## config.mk

```make
export PLATFORM = sky130hd
export DESIGN_NAME = bram_count_accumulator
export DESIGN_NICKNAME = d
export VERILOG_FILES = /design/src/rtl/bram_count_accumulator.sv
export SDC_FILE = /design/constraint.sdc
export NUM_CORES = 1
export LEC_CHECK = 0
export BUFFER_PORTS_ARGS = -buffer_cell sky130_fd_sc_hd__buf_2
export CORE_MARGIN = 3
export CORE_UTILIZATION = 49
export DETAILED_ROUTE_END_ITERATION = 10
export HOLD_SLACK_MARGIN = 0.05
export PLACE_DENSITY = 0.86
export SYNTH_ARGS = -nofsm -noshare
export SYNTH_HDL_FRONTEND = slang
export SYNTH_SLANG_ARGS = --single-unit
```

## constraint.sdc

```tcl
create_clock -name clk -period 2.2 [get_ports clk]
set_clock_uncertainty 0.15 [all_clocks]
set_input_delay 0.11 -clock clk [delete_from_list [all_inputs] [get_ports clk]]
set_output_delay 0.11 -clock clk [all_outputs]
set_load 0.05 [all_outputs]
```

## src/rtl/bram_count_accumulator.sv

```systemverilog
// -----------------------------------------------------------------------------
// bram_count_accumulator
//
// Keeps one counter per measurement outcome in an external single-port BRAM.
// Each accepted event does a read-modify-write (+1, saturating at all-ones) on
// its counter. A clear sweep zeroes every counter. A dump sweep streams every
// counter out over a valid/ready interface and zeroes each one as it is
// accepted (read-and-clear).
//
// Ports
//   clk, rst                    clock, synchronous active-high reset
//   evt_valid, evt_addr         event request and counter index
//   evt_ready                   event accepted this cycle (combinational)
//   clr_start                   one-cycle pulse: zero all counters
//   dump_start                  one-cycle pulse: stream out and clear all counters
//   out_valid, out_ready        dump stream handshake
//   out_data, out_addr, out_last  dump word, its index, and final-word marker
//   bram_en, bram_we, bram_addr, bram_din  BRAM port drive
//   bram_dout                   BRAM read data, valid one cycle after a read
//   busy                        controller is not idle
//   sat_flag                    sticky: some counter hit all-ones and got another event
// -----------------------------------------------------------------------------
module bram_count_accumulator #(
  parameter int ADDR_W = 7,
  parameter int DATA_W = 32,
  parameter int DEPTH  = 128
) (
  input  logic              clk,
  input  logic              rst,
  input  logic              evt_valid,
  input  logic [ADDR_W-1:0] evt_addr,
  output logic              evt_ready,
  input  logic              clr_start,
  input  logic              dump_start,
  output logic              out_valid,
  input  logic              out_ready,
  output logic [DATA_W-1:0] out_data,
  output logic [ADDR_W-1:0] out_addr,
  output logic              out_last,
  output logic              bram_en,
  output logic              bram_we,
  output logic [ADDR_W-1:0] bram_addr,
  output logic [DATA_W-1:0] bram_din,
  input  logic [DATA_W-1:0] bram_dout,
  output logic              busy,
  output logic              sat_flag
);

  typedef enum logic [2:0] {
    IDLE      = 3'd0,
    INC_RD    = 3'd1,
    INC_WR    = 3'd2,
    CLR       = 3'd3,
    DUMP_RD   = 3'd4,
    DUMP_WAIT = 3'd5,
    DUMP_OUT  = 3'd6
  } state_t;

  localparam logic [ADDR_W-1:0] LAST_IDX = ADDR_W'(DEPTH - 1);
  localparam logic [DATA_W-1:0] ALL_ONES = {DATA_W{1'b1}};
  localparam logic [DATA_W-1:0] ZERO_W   = {DATA_W{1'b0}};
  localparam logic [ADDR_W-1:0] ZERO_A   = {ADDR_W{1'b0}};

  state_t             state_q, state_d;
  logic [ADDR_W-1:0]  evt_addr_q, evt_addr_d;
  logic [ADDR_W-1:0]  idx_q, idx_d;
  logic [DATA_W-1:0]  out_data_q, out_data_d;
  logic [ADDR_W-1:0]  out_addr_q, out_addr_d;
  logic               out_last_q, out_last_d;
  logic               sat_q, sat_d;

  logic               bram_en_s;
  logic               bram_we_s;
  logic [ADDR_W-1:0]  bram_addr_s;
  logic [DATA_W-1:0]  bram_din_s;

  // Next-state, datapath updates and BRAM port drive for every state.
  always_comb begin
    state_d     = state_q;
    evt_addr_d  = evt_addr_q;
    idx_d       = idx_q;
    out_data_d  = out_data_q;
    out_addr_d  = out_addr_q;
    out_last_d  = out_last_q;
    sat_d       = sat_q;
    bram_en_s   = 1'b0;
    bram_we_s   = 1'b0;
    bram_addr_s = ZERO_A;
    bram_din_s  = ZERO_W;

    case (state_q)
      IDLE: begin
        if (clr_start) begin
          state_d = CLR;
          idx_d   = ZERO_A;
          sat_d   = 1'b0;
        end else if (dump_start) begin
          state_d = DUMP_RD;
          idx_d   = ZERO_A;
        end else if (evt_valid) begin
          state_d    = INC_RD;
          evt_addr_d = evt_addr;
        end else begin
          state_d = IDLE;
        end
      end

      INC_RD: begin
        bram_en_s   = 1'b1;
        bram_addr_s = evt_addr_q;
        state_d     = INC_WR;
      end

      INC_WR: begin
        bram_en_s   = 1'b1;
        bram_we_s   = 1'b1;
        bram_addr_s = evt_addr_q;
        // A full counter stays full; the event is recorded only as saturation.
        if (bram_dout == ALL_ONES) begin
          bram_din_s = ALL_ONES;
          sat_d      = 1'b1;
        end else begin
          bram_din_s = bram_dout + DATA_W'(1);
        end
        state_d = IDLE;
      end

      CLR: begin
        bram_en_s   = 1'b1;
        bram_we_s   = 1'b1;
        bram_addr_s = idx_q;
        // Index parks on the last address instead of wrapping.
        if (idx_q == LAST_IDX) begin
          state_d = IDLE;
        end else begin
          idx_d = idx_q + ADDR_W'(1);
        end
      end

      DUMP_RD: begin
        bram_en_s   = 1'b1;
        bram_addr_s = idx_q;
        state_d     = DUMP_WAIT;
      end

      DUMP_WAIT: begin
        out_data_d = bram_dout;
        out_addr_d = idx_q;
        out_last_d = (idx_q == LAST_IDX);
        state_d    = DUMP_OUT;
      end

      DUMP_OUT: begin
        // The accepted word is cleared in the same cycle as the handshake.
        if (out_ready) begin
          bram_en_s   = 1'b1;
          bram_we_s   = 1'b1;
          bram_addr_s = idx_q;
          if (out_last_q) begin
            state_d = IDLE;
            sat_d   = 1'b0;
          end else begin
            idx_d   = idx_q + ADDR_W'(1);
            state_d = DUMP_RD;
          end
        end else begin
          state_d = DUMP_OUT;
        end
      end

      default: begin
        state_d = IDLE;
      end
    endcase
  end

  // State and datapath registers with synchronous reset.
  always_ff @(posedge clk) begin
    if (rst) begin
      state_q    <= IDLE;
      evt_addr_q <= ZERO_A;
      idx_q      <= ZERO_A;
      out_data_q <= ZERO_W;
      out_addr_q <= ZERO_A;
      out_last_q <= 1'b0;
      sat_q      <= 1'b0;
    end else begin
      state_q    <= state_d;
      evt_addr_q <= evt_addr_d;
      idx_q      <= idx_d;
      out_data_q <= out_data_d;
      out_addr_q <= out_addr_d;
      out_last_q <= out_last_d;
      sat_q      <= sat_d;
    end
  end

  // BRAM drive is masked during reset so an interrupted read-modify-write or
  // read-and-clear never reaches memory.
  assign bram_en   = bram_en_s & ~rst;
  assign bram_we   = bram_we_s & ~rst;
  assign bram_addr = rst ? ZERO_A : bram_addr_s;
  assign bram_din  = rst ? ZERO_W : bram_din_s;

  assign evt_ready = (state_q == IDLE) & ~clr_start & ~dump_start & ~rst;
  assign busy      = (state_q != IDLE);
  assign out_valid = (state_q == DUMP_OUT);
  assign out_data  = out_data_q;
  assign out_addr  = out_addr_q;
  assign out_last  = out_last_q;
  assign sat_flag  = sat_q;

endmodule
```

# Yosys cells after proc, flatten, opt, wreduce, memory -nomap -nowiden
# Index checks and enable logic that the tools add are counted.
dict set report totals {
  inputBits 45
  output_inout_bits 85
  reg_bits 58
  word_cells 71
}
dict set report classes {
  addsub 2
  bitwise 8
  n_eq_ne 16
  n_reduce_logical 11
  mux 27
}
# cell count
set op_table {}
lappend op_table {{$mux W32} 3}
lappend op_table {{$mux W7} 7}
lappend op_table {{$pmux W7 S3} 2}
lappend op_table {{$add A32 B1 Y32 const B} 1}
lappend op_table {{$eq A32 B32 Y1 const B} 1}
lappend op_table {{$pmux W3 S6} 1}
lappend op_table {{$mux W3} 5}
lappend op_table {{$ne A2 B2 Y1 const B} 5}
lappend op_table {{$reduce_and A5 Y1} 2}
lappend op_table {{$eq A3 B3 Y1 const B} 3}
lappend op_table {{$reduce_bool A3 Y1} 3}
lappend op_table {{$add A7 B1 Y7 const B} 1}
lappend op_table {{$eq A7 B7 Y1 const B} 1}
lappend op_table {{$eq A3 B2 Y1 const B} 2}
lappend op_table {{$mux W1} 6}
lappend op_table {{$reduce_or A2 Y1} 3}
lappend op_table {{$and A1 B1 Y1} 5}
lappend op_table {{$ne A2 B1 Y1 const B} 2}
lappend op_table {{$pmux W1 S2} 2}
lappend op_table {{$reduce_and A4 Y1} 1}
lappend op_table {{$reduce_or A4 Y1} 1}
lappend op_table {{$eq A3 B1 Y1 const B} 1}
lappend op_table {{$logic_not A3 Y1} 1}
lappend op_table {{$ne A3 B3 Y1 const B} 1}
lappend op_table {{2 further kinds} 4}

# Depth between registers and ports, before layout
dict set report depth {
  depth_word 4
  depth_mapped 8
  depth_no_buf 6
}

# Worst setup path after synthesis
# No wires, ideal clock.
dict set report synth_timing {
  kind {input to output}
  startpoint {in bram_dout[0]}
  endpoint {out bram_din[31]}
  arrival_ns 2.405
  setup_slack_ns -0.465
  required_time_ns 1.940
  n_path_buf 0
  cell_stages 6
  path_cell_list {ha_1 > nand3_2 > nor4_4 > nand4_1 > nor3b_1 > nor3b_1}
}
dict set report synth_via {
  elab_chain_len 4
}
# element line
set synth_rtl {}
lappend synth_rtl {{start: declaration} 44} ;# input logic [DATA_W-1:0] bram_dout,
lappend synth_rtl {{$add A32 B1 Y32 or $eq A32 B32 Y1 (tied branches)} {123, 119}}
lappend synth_rtl {{$mux W32 (*)} 119} ;# if (bram_dout == ALL_ONES) begin
lappend synth_rtl {{$mux W32 (*)} 91} ;# case (state_q)
lappend synth_rtl {{$mux W32 (*)} 203} ;# assign bram_din = rst ? ZERO_W : bram_din_s;
lappend synth_rtl {{end: declaration} 43} ;# output logic [DATA_W-1:0] bram_din,
# Mark *: on every way between the ends. The rest lies on a longest branch, timed or not.

# Worst setup path after layout
dict set report layout_timing {
  startpoint {reg state_q[1]}
  endpoint {out bram_din[3]}
}
dict set report layout_via {
  elab_chain_len 3
}
# element line
set layout_rtl {}
lappend layout_rtl {{start: declaration} 64} ;# state_t state_q, state_d;
lappend layout_rtl {{start signal: assignment} 188} ;# state_q <= state_d;
lappend layout_rtl {{$eq A3 B2 Y1} 91}
lappend layout_rtl {{$mux W32} 91}
lappend layout_rtl {{$mux W32} 203}
# Every way passes these cells.

==> results.json <==
{
  "fillCellCount": 401,
  "min_from": "evt_valid",
  "ys.flop_type": "dfxtp_1",
  "drive_gt1_share_pct": 32.9,
  "worstReg2RegStart": "idx_q[0]",
  "syn-num-nets": 492,
  "relSlewSlack_pct": 58.2,
  "ys_warn_count": 0,
  "cp_max_fo": 16,
  "ant_nets": 0,
  "post-route-util_pct": 77.7,
  "arrival_ns": 1.89,
  "netlist_top_cells_count": "nand2_1 (97), a21oi_1 (69), dfxtp_1 (58)",
  "place_ws_ns": 0.00252,
  "maxCapViolations": 0,
  "end_kind": "output port",
  "min_to": "evt_addr_q[0]",
  "sw_frac_of_total_pct": 33.4,
  "wl_um": 11700,
  "pwr-share-seq_pct": 39.1,
  "worst_pin_slew_ns": 0.626,
  "synth-seq-cells": 58,
  "synth_area_sq_um": 3290,
  "core_area_sq_um": 6420,
  "port_buffers": 129,
  "startpoint_type": "register",
  "diodes": 0,
  "grt_max_degree": 62,
  "whs_path_depth": 5,
  "num_vias": 4099,
  "min_period_ns": 2.15,
  "r2r-end": "idx_q[2]",
  "cts-root-buf": "clkbuf_8",
  "postCtsSetupBuffers": 0,
  "dr.pass1.iters": 5,
  "overflow": 0,
  "outcome": "complete, no violations",
  "netlist_instances": 445,
  "r2r_setup_slack_ns": 0.16,
  "fp.dieW_um": 87.9,
  "fin_crit_sh_pct": 97.9,
  "h-tree-depth": 3,
  "placed_cells": 644,
  "dp.final_hpwl_um": 6920,
  "die_h_um": 87.9,
  "power_density_nw_per_um2": 555,
  "worst_path_max_delay_cell": "or4_4",
  "clk_path_buf_depth": 2,
  "async_flop_share_pct": 0,
  "clock_sinks": 58,
  "crit_required_ns": 1.94,
  "netlist.area_leader.share_pct": 35.3,
  "synth_top_area_cell": "dfxtp_1",
  "synth.most_common_cell": "nand2_1",
  "synth_area_per_cell_sq_um": 7.39,
  "cts_buffers": 9,
  "grt_usage_pct": 29.5,
  "ys_seq_area_share_pct": 35.3,
  "report.final.hold_viol_count": 0,
  "first_iter_violations": 293,
  "p_comb_share_pct": 25.1,
  "power.internal_mw": 1.84,
  "power_switching_uw": 926,
  "path_cells": "inv_1 > or4_4 > buf_16 > a21oi_2 > buf_2",
  "num_rows": 29,
  "wl_per_cell_um": 16.6,
  "setup_slack_ns": 0.0464,
  "r2r_cells": 6,
  "place_congestion": 0.911,
  "grt_pass1_wl_um": 17900,
  "synth_edf_count": 0,
  "clk_pin_slew_worst_paths_ns": 0.07,
  "power_frac_clock_pct": 35.8,
  "nets": 669,
  "viasPerCell": 5.82,
  "critPathBufInv": 3,
  "fin_tns_setup_ns": 0,
  "hp-class": "input pin to register",
  "slowest_delay_ns": 0.49,
  "cp_top_family": "buffers and inverters",
  "start_util_pct": 51.2,
  "drc_errors": 0,
  "drv_slew": 0,
  "ios": 130,
  "insertion_delay_ns": 0.33,
  "fmax_mhz": 464,
  "area_growth_pct": 51.7,
  "synth_cell_types": 46,
  "path_class": "register to output port",
  "cts_tree": "built",
  "antenna_found_initial": 0,
  "setup_viol": 0,
  "die_area_sq_um": 7730,
  "synth_area_leaders": "dfxtp_1 (35%), nand2_1 (11%), a21oi_1 (10%)",
  "finalNonFillerCells": 704,
  "leakage_nw": 2.12,
  "grt_pass1_vias": 3780,
  "ir_drop_mv": 0.370
}
==> repair_timing <==
item | in CTS | in global routing
resized for setup | 13 | 27
cloned | 1 | 0
pin swaps | 1 | 2
endpoints found under the setup margin | 32 | 27
hold buffers | 43 | 0
hold endpoints to repair | 42 | 0
==> power by group through the flow <==
stage               combinational [mW]  clock (mW)  sequential (mW)
finish                           0.695       0.992             1.08
global route                     0.738        1.05             1.08
detailed placement               0.584           0             1.11
floorplan                        0.367           0             1.14
global placement                 0.574           0             1.10
CTS                              0.660        1.01             1.08
==> worst reg2reg max path: cells and delay by family, from the launching register on <==
kind / cells / cell delay [ns]
adder cells (fa/ha/maj): 1 / 0.25
AND/OR/NAND/NOR: 2 / 0.22
AO/OA/AOI/OAI: 3 / 0.88
flip-flops: 1 / 0.44
==> placed cells by master (no fill, tap or decap), types with 9 or more instances in the layout <==
master	count
a21oi_2	9
buf_4	27
inv_1	9
nor2_1	28
a21oi_1	60
xor2_1	20
nand4_1	14
clkbuf_4	14
dlygate4sd3_1	43
mux2i_1	9
clkbuf_8	9
dfxtp_1	58
nand3_1	17
buf_2	104
nand2_1	97
a21oi_4	10
==> layout make-up <==
class	instances	area, sq um	share of cell area, %
Clock inverter	7	78.8	1.58
Clock buffer	9	124	2.48
Inverter	9	33.8	0.677
Multi-Input combinational cell	350	2140	42.8
Sequential cell	58	1160	23.3
Tap cell	77	96.3	1.93
Timing Repair Buffer	194	1360	27.3
==> kinds of logic (layout without fill, tap and decap cells) <==
logic type / count (synthesis) / after routing / share of synthesized area, %
AO/OA/AOI/OAI: 108 / 108 / 19.4
XOR/XNOR: 27 / 27 / 7.19
adder cells (fa/ha/maj): 2 / 2 / 0.761
buffers and inverters: 37 / 219 / 4.75
flip-flops: 58 / 58 / 35.3
multiplexers: 9 / 9 / 2.74
AND/OR/NAND/NOR: 204 / 204 / 29.8
==> how the worst max path moves through the flow <==
stage,start,endpoint,slack [ns],cells past startpoint
6_report,state_q[1],bram_din[3],0.05,5
5_1_grt,bram_dout[1],bram_din[2],-0.02,9
4_1_cts,bram_dout[1],bram_din[14],0.03,9
3_5_place_dp,bram_dout[1],bram_din[12],0.003,9
3_3_place_gp,bram_dout[1],bram_din[15],0.09,9
2_1_floorplan,state_q[1],bram_din[7],-0.24,5
==> metal layers <==
metal,part of all wire (%),track usage (%),vias to the layer above
met2,49,50.3,232
met1,38,34.9,1917
li1,-,-,1905
met3,8.4,6.68,45
met4,4.4,13.9,0
met5,0,0,-
==> stage by stage <==
| stage | area [sq um] | power [mW] | hold slack, ns |
|---|---|---|---|
| after floorplan | 3410 | 1.51 | 0.0960 |
| after global placement | 4220 | 1.68 | 0.196 |
| after detailed placement | 4220 | 1.69 | 0.205 |
| after CTS | 4910 | 2.75 | 0.177 |
| after global routing | 4990 | 2.88 | 0.235 |
| final | 4990 | 2.77 | 0.186 |
==> state kept, by name (all words and copies together) (netlist names) <==
name,count
state_q,3
out_last,1
evt_addr_q,7
sat_flag,1
out_addr,7
idx_q,7
out_data,32
(Power assumes the default switching activity.)
